## src/rtl/mem_ctrl.sv

```systemverilog
// Byte-serial RAM port arbiter for instruction fetch and the MEM stage.
// Each access is sequenced one little-endian byte per cycle; the owner gets a one-cycle ack.
module mem_ctrl #(
  parameter int ADDR_W       = 32,
  parameter bit MEM_PRIORITY = 1'b1
) (
  input  logic              clk,
  input  logic              rst,
  input  logic              flush_i,
  input  logic              if_req_i,
  input  logic [ADDR_W-1:0] if_addr_i,
  output logic              if_ack_o,
  output logic [31:0]       if_data_o,
  input  logic              mem_req_i,
  input  logic [ADDR_W-1:0] mem_addr_i,
  input  logic              mem_wr_i,
  input  logic [1:0]        mem_cnf_i,
  input  logic              mem_signed_i,
  input  logic [31:0]       mem_wdata_i,
  output logic              mem_ack_o,
  output logic [31:0]       mem_rdata_o,
  output logic              mem_stall_o,
  output logic [ADDR_W-1:0] ram_addr_o,
  output logic              ram_wr_o,
  output logic [7:0]        ram_dout_o,
  input  logic [7:0]        ram_din_i
);

  typedef enum logic [2:0] {IDLE, IF_RD, MEM_RD, MEM_WR, DONE} state_t;

  state_t            state;
  logic              owner_if;
  logic [ADDR_W-1:0] base;
  logic [1:0]        last, cnt, cnt_nx;
  logic [31:0]       wdata, asm_q, word, ext;
  logic              sgn, if_ack_q;
  logic              mem_ok, if_ok, take_mem, take_if;
  logic [1:0]        mem_last;
  logic [ADDR_W-1:0] nxt_addr;

  assign mem_ok   = mem_req_i & (mem_cnf_i != 2'd0);
  assign if_ok    = if_req_i & ~flush_i;
  assign take_mem = mem_ok & (MEM_PRIORITY | ~if_ok);
  assign take_if  = if_ok & ~take_mem;
  // last byte index: B=0, H=1, W=3
  assign mem_last = (mem_cnf_i == 2'd3) ? 2'd3 : mem_cnf_i - 2'd1;
  assign cnt_nx   = cnt + 2'd1;
  assign nxt_addr = base + ADDR_W'(cnt_nx);

  // merge the byte arriving this cycle so the ack cycle already sees the full word
  always_comb begin
    word = asm_q;
    word[{cnt, 3'b000} +: 8] = ram_din_i;
  end

  always_comb begin
    case (last)
      2'd0:    ext = sgn ? {{24{word[7]}}, word[7:0]} : {24'd0, word[7:0]};
      2'd1:    ext = sgn ? {{16{word[15]}}, word[15:0]} : {16'd0, word[15:0]};
      default: ext = word;
    endcase
  end

  assign if_ack_o    = if_ack_q & ~flush_i;
  assign mem_stall_o = mem_req_i & (mem_cnf_i != 2'd0) & ~mem_ack_o;

  always_ff @(posedge clk or negedge rst) begin
    if (!rst) begin
      state       <= IDLE;
      owner_if    <= 1'b0;
      base        <= '0;
      last        <= 2'd0;
      cnt         <= 2'd0;
      wdata       <= 32'd0;
      asm_q       <= 32'd0;
      sgn         <= 1'b0;
      if_ack_q    <= 1'b0;
      if_data_o   <= 32'd0;
      mem_ack_o   <= 1'b0;
      mem_rdata_o <= 32'd0;
      ram_addr_o  <= '0;
      ram_wr_o    <= 1'b0;
      ram_dout_o  <= 8'd0;
    end else begin
      case (state)
        IDLE: begin
          if (take_mem) begin
            owner_if   <= 1'b0;
            base       <= mem_addr_i;
            ram_addr_o <= mem_addr_i;
            last       <= mem_last;
            wdata      <= mem_wdata_i;
            sgn        <= mem_signed_i;
            cnt        <= 2'd0;
            asm_q      <= 32'd0;
            if (mem_wr_i) begin
              ram_wr_o   <= 1'b1;
              ram_dout_o <= mem_wdata_i[7:0];
              state      <= MEM_WR;
            end else begin
              state      <= MEM_RD;
            end
          end else if (take_if) begin
            owner_if   <= 1'b1;
            base       <= if_addr_i;
            ram_addr_o <= if_addr_i;
            last       <= 2'd3;
            sgn        <= 1'b0;
            cnt        <= 2'd0;
            asm_q      <= 32'd0;
            state      <= IF_RD;
          end
        end
        IF_RD, MEM_RD: begin
          if (state == IF_RD && flush_i) begin
            state <= IDLE;
          end else begin
            asm_q <= word;
            if (cnt == last) begin
              state <= DONE;
              if (owner_if) begin
                if_ack_q  <= 1'b1;
                if_data_o <= word;
              end else begin
                mem_ack_o   <= 1'b1;
                mem_rdata_o <= ext;
              end
            end else begin
              cnt        <= cnt_nx;
              ram_addr_o <= nxt_addr;
            end
          end
        end
        MEM_WR: begin
          if (cnt == last) begin
            ram_wr_o  <= 1'b0;
            mem_ack_o <= 1'b1;
            state     <= DONE;
          end else begin
            cnt        <= cnt_nx;
            ram_addr_o <= nxt_addr;
            ram_dout_o <= wdata[{cnt_nx, 3'b000} +: 8];
          end
        end
        DONE: begin
          if_ack_q  <= 1'b0;
          mem_ack_o <= 1'b0;
          state     <= IDLE;
        end
        default: state <= IDLE;
      endcase
    end
  end

endmodule

```

## config.mk

```make
export PLATFORM = sky130hd
export DESIGN_NAME = mem_ctrl
export DESIGN_NICKNAME = d
export VERILOG_FILES = /design/src/rtl/mem_ctrl.sv
export SDC_FILE = /design/constraint.sdc
export NUM_CORES = 1
export LEC_CHECK = 0
export ABC_AREA = 1
export CAP_MARGIN = 15
export CORE_MARGIN = 3
export CORE_UTILIZATION = 50
export CTS_BUF_LIST = sky130_fd_sc_hd__clkbuf_8
export CTS_CLUSTER_SIZE = 40
export DETAILED_ROUTE_END_ITERATION = 6
export PLACE_DENSITY = 0.78
export SKIP_LAST_GASP = 1
export SLEW_MARGIN = 30
export SYNTH_ARGS = -nofsm -noshare
export SYNTH_HDL_FRONTEND = slang
export SYNTH_SLANG_ARGS = --single-unit
```

## constraint.sdc

```tcl
create_clock -name clk -period 3.5 [get_ports clk]
set_input_delay 0.7 -clock clk [delete_from_list [all_inputs] [get_ports clk]]
set_output_delay 0.7 -clock clk [all_outputs]
set_load 0.02 [all_outputs]
```

==> out/metrics.json, run 1 <==
{
  "run_status": {
    "status": "finished clean"
  },
  "synth": {
    "postSynth.topFlopCell": "dfrtp_1",
    "synthesis.area_per_instance_sq_um": 7.601,
    "async_flop_share_pct": 100.0,
    "synth.ff_latch_count": 212,
    "synthesis.area_sq_mm": 0.01075,
    "synth_fp_nets": 1537,
    "synth.yosys.seq_area_share_pct": 49.36,
    "synth_cells": 1414,
    "yosys_warnings": 0,
    "synth_cell_type_count": 39,
    "synth_enable_flop_cells": 0
  },
  "sta": {
    "hold_violations": 0,
    "timing.final.crit_share_pct": 87.39,
    "max_slew.worst_pin.slew_ns": 0.7072,
    "clock_skew_ns": 0.01650,
    "post-route-min-period_ns": 3.059,
    "setup-violations-final": 0,
    "timing.max_slew.rel_slack_pct": 52.79,
    "rsz0062_at_grt": "false",
    "final-max-slew-violation-count": 0,
    "totalNegativeSetupSlack_ns": 0,
    "maxClockFrequency_mhz": 327.0
  },
  "setup_path": {
    "cp.required_ns": 2.80,
    "critPathLaunchType": "primary input",
    "timing.setup.critical_path_class": "primary input to output port",
    "worst_ep_arrival_time_ns": 2.36,
    "endpoint_kind_of_the_worst_setup_timing_path": "output port",
    "worstPathMaxFanout": 2
  },
  "grt": {
    "grt.overflow.total": 0,
    "grt_start_max_net_pins": 65,
    "first_global_vias": 10070,
    "number_of_antenna_violations_at_the_first_check_in_global_routing": 0,
    "wire_length_of_the_first_global_routing_pass_um": 51160,
    "track_usage_pct": 26.40
  },
  "clocking": {
    "cts.root.buffer_cell": "clkbuf_8",
    "worst_path_clk_slew_ns": 0.06,
    "htree_levels": 2,
    "tritoncts.num_buffers": 36,
    "numClockSinks": 212,
    "tritoncts": "built",
    "cts_hold_buf": 0,
    "cts_resized": 0,
    "cts-root-to-sink-buffers": 3,
    "cts_setup_buffers": 0,
    "clock_insertion_delay_worst_skew_ns": 0.54
  },
  "pwr": {
    "power_per_cell_area_mw_per_mm2": 987.5,
    "cellLeakagePower_nw": 6.488,
    "power.ir.vdd_worst_mv": 0.6392
  },
  "floorplanning": {
    "vert_die_dim_um": 152.6,
    "pin_count": 221,
    "start_util_pct": 50.97,
    "floorplan.die_area_sq_mm": 0.02329,
    "placement_rows": 53,
    "core_sq_mm": 0.02109,
    "dieWidth_um": 152.6
  },
  "drt": {
    "wire_per_inst_um": 15.95,
    "drt-vias-per-instance": 5.274,
    "drt-pass1-iter-count": 5,
    "routed_wl_um": 30780,
    "drc": 0,
    "drtIter0Drc": 771,
    "dr_total_vias": 10180,
    "detail-route-antenna-nets": 0
  },
  "cells_and_area": {
    "seq_area_sq_mm": 0.005305,
    "final_layout_size_suffix_gt1_share_pct": 6.526,
    "post_layout_cell_count": 1930,
    "final_net_count": 1750,
    "syn2layout_area_growth_pct": 29.37,
    "diodes": 0,
    "mostFrequentLayoutCells": "nand2_1, clkdlybuf4s50_1, dfrtp_1",
    "finish.utilization_pct": 65.94,
    "layout_commonest_cell": "nand2_1",
    "multiInputGateArea_sq_mm": 0.004631,
    "layout.filler_cells": 1852
  },
  "placed_design": {
    "buffer_ports.inserted": 220,
    "dp_cells": 1864,
    "dpl.hpwl_um": 22160,
    "routabilityCongestion": 0.8982
  },
  "hold_path": {
    "hold_path_class": "primary input to asynchronous set/reset pin"
  },
  "job": {
    "cap_viol_max_count": 0
  }
}
-- report_power, final --
part	total [W]	leakage, nW	internal, W	switching [W]
Clock	0.00229	0.440	0.00127	0.00102
Sequential	0.00432	2.68	0.00359	0.000730
Combinational	0.00712	3.37	0.00264	0.00448
-- metal layers --
layer,global-route usage [%],share of wire [%],routed length [um],up-vias
met3,5.567,7.8,2398,69
met5,0,0,0,-
met4,9.504,2.9,903,0
met2,41.88,46,14190,444
li1,-,-,-,4955
met1,36.17,43,13290,4711
-- kinds of logic after synthesis --
kind of cell | share of synthesized area [%]
xor+xnor | 0.6403
buf+inv | 7.648
compound gates | 10.85
simple gates | 28.87
mux | 1.397
flops | 49.36
fa+ha+maj | 1.234
-- sequential cells by signal (all words and copies together), names as in the netlist --
name         count
wdata           32
last             2
mem_rdata_o     32
state            3
owner_if         1
if_data_o       32
base            32
asm_q           32
ram_addr_o      32
ram_dout_o       8
sgn              1
mem_ack_o        1
cnt              2
ram_wr_o         1
if_ack_q         1
-- path summary, 6_finish.rpt --
| check | from | end | slack [ns] | depth (start not counted) |
|---|---|---|---|---|
| worst max-delay path | mem_cnf_i[0] | mem_stall_o | 0.44 | 7 |
| worst min-delay path | rst | mem_rdata_o[0] | 0.14 | 1 |
| worst max register to register | cnt[1] | ram_addr_o[30] | 0.64 | 12 |
| worst min register to register | if_data_o[2] | if_data_o[2] | 0.47 | 2 |
| max in group asynchronous | rst | ram_addr_o[22] | 2.49 | 2 |
| min in group clk | if_data_o[2] | if_data_o[2] | 0.47 | 2 |
-- through the flow --
step           power [W]  instance area, sq um  setup WS [ns]  hold slack, ns
6_report         0.01373                 13900         0.4415          0.1387
5_1_grt          0.01479                 13900         0.3268          0.1526
3_5_place_dp     0.01142                 13160         0.4272          0.4586
4_1_cts          0.01376                 13900         0.4127          0.1400
3_3_place_gp     0.01123                 13160         0.4260          0.4544
2_1_floorplan   0.008833                 10750          1.009          0.4044
-- area by class of cell --
cell class,count,share of cell area [%]
sequential,212,38.15
multi-input combinational,1009,33.30
timing repair buffer,242,17.32
clock buffer,43,4.256
inverter,126,3.401
tap,275,2.475
clock inverter,23,1.089
-- cells in the mapped netlist, drive strengths merged (3+ instances only) --
| cell type | number | share of area, % |
|---|---|---|
| nand2 | 521 | 18 |
| dfrtp | 212 | 49 |
| nor2 | 136 | 4.9 |
| inv | 125 | 4.4 |
| o21ai | 116 | 5.5 |
| nand3 | 102 | 4.8 |
| o22ai | 41 | 2.4 |
| buf | 40 | 2.3 |
| clkbuf | 27 | 0.95 |
| a21oi | 17 | 0.79 |
| a31oi | 17 | 0.99 |
| mux2i | 15 | 1.4 |
| ha | 9 | 1.0 |
| o21a | 8 | 0.56 |
| o211ai | 4 | 0.28 |
| or2 | 4 | 0.23 |
| xor2 | 4 | 0.33 |
| nand4 | 3 | 0.17 |
| nor3 | 3 | 0.35 |
| xnor2 | 3 | 0.31 |
-- worst max-delay path, stage by stage --
cell             delay (ns)
clkdlybuf4s50_1        0.48
inv_1                  0.05
ha_1                   0.18
inv_1                  0.05
nand2_1                0.14
nor2_1                 0.14
clkdlybuf4s50_1        0.62
Note: power is estimated with default switching activity, not from simulation.
==> run 2: changes to the inputs <==
Settings changed: CORE_UTILIZATION 50 to 28, PLACE_DENSITY 0.78 to 0.5.
==> run 2 against run 1 <==
Against the previous run: wire length rose by 16%; fmax fell by 1.7%; final cell count rose by 12%.
==> out/metrics.json, run 2 (synthesis gave the netlist of run 1 again) <==
{
  "run_status": {
    "status": "finished clean"
  },
  "clocking": {
    "cts_resized": 0,
    "tritoncts": "built",
    "clock_insertion_delay_worst_skew_ns": 0.55,
    "cts-root-to-sink-buffers": 3,
    "htree_levels": 2,
    "tritoncts.num_buffers": 39,
    "cts_hold_buf": 0,
    "numClockSinks": 212,
    "cts.root.buffer_cell": "clkbuf_8",
    "cts_setup_buffers": 0,
    "worst_path_clk_slew_ns": 0.06
  },
  "cells_and_area": {
    "final_net_count": 1753,
    "final_layout_size_suffix_gt1_share_pct": 6.932,
    "diodes": 0,
    "syn2layout_area_growth_pct": 32.96,
    "layout.filler_cells": 4002,
    "layout_commonest_cell": "nand2_1",
    "post_layout_cell_count": 2170,
    "finish.utilization_pct": 37.85,
    "mostFrequentLayoutCells": "nand2_1, clkdlybuf4s50_1, dfrtp_1"
  },
  "sta": {
    "timing.final.crit_share_pct": 88.88,
    "timing.max_slew.rel_slack_pct": 52.66,
    "max_slew.worst_pin.slew_ns": 0.7100,
    "worst_slack_ns": 0.3893,
    "totalNegativeSetupSlack_ns": 0,
    "clock_skew_ns": 0.02555,
    "hold_violations": 0,
    "final-max-slew-violation-count": 0,
    "rsz0062_at_grt": "false",
    "setup-violations-final": 0,
    "maxClockFrequency_mhz": 321.5,
    "post-route-min-period_ns": 3.111
  },
  "setup_path": {
    "r2r_end": "mem_rdata_o[25]",
    "endpoint_kind_of_the_worst_setup_timing_path": "output port",
    "worst_ep_arrival_time_ns": 2.41,
    "timing.setup.critical_path_class": "primary input to output port",
    "worstPathMaxFanout": 2,
    "reg2reg_depth": 10,
    "timing.rr.start": "cnt[0]",
    "cp.required_ns": 2.80,
    "worst-r2r-setup-slack_ns": 0.72,
    "critPathLaunchType": "primary input"
  },
  "floorplanning": {
    "start_util_pct": 28.47,
    "placement_rows": 71,
    "core_sq_mm": 0.03776,
    "floorplan.die_area_sq_mm": 0.04077,
    "dieWidth_um": 201.9,
    "pin_count": 221,
    "vert_die_dim_um": 201.9
  },
  "drt": {
    "wire_per_inst_um": 16.42,
    "routed_wl_um": 35630,
    "drt-pass1-iter-count": 4,
    "drc": 0,
    "dr_total_vias": 9976,
    "detail-route-antenna-nets": 0,
    "drt-vias-per-instance": 4.597,
    "drtIter0Drc": 592
  },
  "pwr": {
    "cellLeakagePower_nw": 6.517,
    "power_per_cell_area_mw_per_mm2": 978.2,
    "power.ir.vdd_worst_mv": 0.4950
  },
  "grt": {
    "grt.met1_usage_pct": 22.50,
    "grt_busiest_layer": "met2",
    "grt_start_max_net_pins": 78,
    "grt.overflow.total": 0,
    "number_of_antenna_violations_at_the_first_check_in_global_routing": 4,
    "global_route_met3_utilization_pct": 4.542,
    "wire_length_of_the_first_global_routing_pass_um": 56660,
    "track_usage_pct": 17.38,
    "first_global_vias": 10090,
    "grt_use_met2_pct": 29.25
  },
  "placed_design": {
    "dp_cells": 2100,
    "place_ws_ns": 0.3211,
    "buffer_ports.inserted": 220,
    "dpl.hpwl_um": 25620,
    "routabilityCongestion": 0.8449
  },
  "hold_path": {
    "hold_path_class": "primary input to asynchronous set/reset pin"
  },
  "job": {
    "cap_viol_max_count": 0
  }
}
==> run 2: critical path, cell delays in order <==
cell and delay, ns:
clkdlybuf4s50_1 0.48, inv_1 0.05, ha_1 0.18, inv_1 0.06, nand2_2 0.05, nor2_1 0.15, clkdlybuf4s50_1 0.73
==> run 2: cell type report <==
type                            count  area, sq um  share of cell area (%)
Inverter                          126        473.0                   3.310
Timing Repair Buffer              242         2435                   17.04
Clock buffer                       50        688.2                   4.816
Clock inverter                     20        116.4                  0.8143
Multi-Input combinational cell   1009         4633                   32.42
Tap cell                          511        639.4                   4.474
Sequential cell                   212         5305                   37.12
==> run 2: worst max-delay path by stage <==
stage,startpoint,to,depth (start not counted)
2_1_floorplan,cnt[0],ram_addr_o[24],13
3_3_place_gp,mem_cnf_i[0],mem_stall_o,7
3_5_place_dp,mem_cnf_i[0],mem_stall_o,7
4_1_cts,mem_cnf_i[0],mem_stall_o,7
5_1_grt,mem_cnf_i[0],mem_stall_o,7
6_report,mem_cnf_i[0],mem_stall_o,7
==> run 2: per-stage QoR <==
stage	cell area, sq um	total power, W	hold slack (ns)
after CTS	14290	0.01422	0.1199
after global placement	13490	0.01158	0.4573
after floorplan	10750	0.008833	0.4044
after detailed placement	13490	0.01166	0.4595
after global routing	14290	0.01521	0.1396
final	14290	0.01398	0.1047
==> run 2: power by group <==
| part | total, W | internal, W | switching, W | leakage (nW) |
|---|---|---|---|---|
| Sequential | 0.00435 | 0.00359 | 0.000763 | 2.68 |
| Combinational | 0.00717 | 0.00266 | 0.00451 | 3.37 |
| Clock | 0.00246 | 0.00136 | 0.00110 | 0.462 |
==> run 2: per-layer routing <==
layer / vias up / routed length, um
met5: - / 54
met1: 4714 / 15860
li1: 4955 / -
met3: 55 / 2380
met2: 244 / 16730
met4: 8 / 601
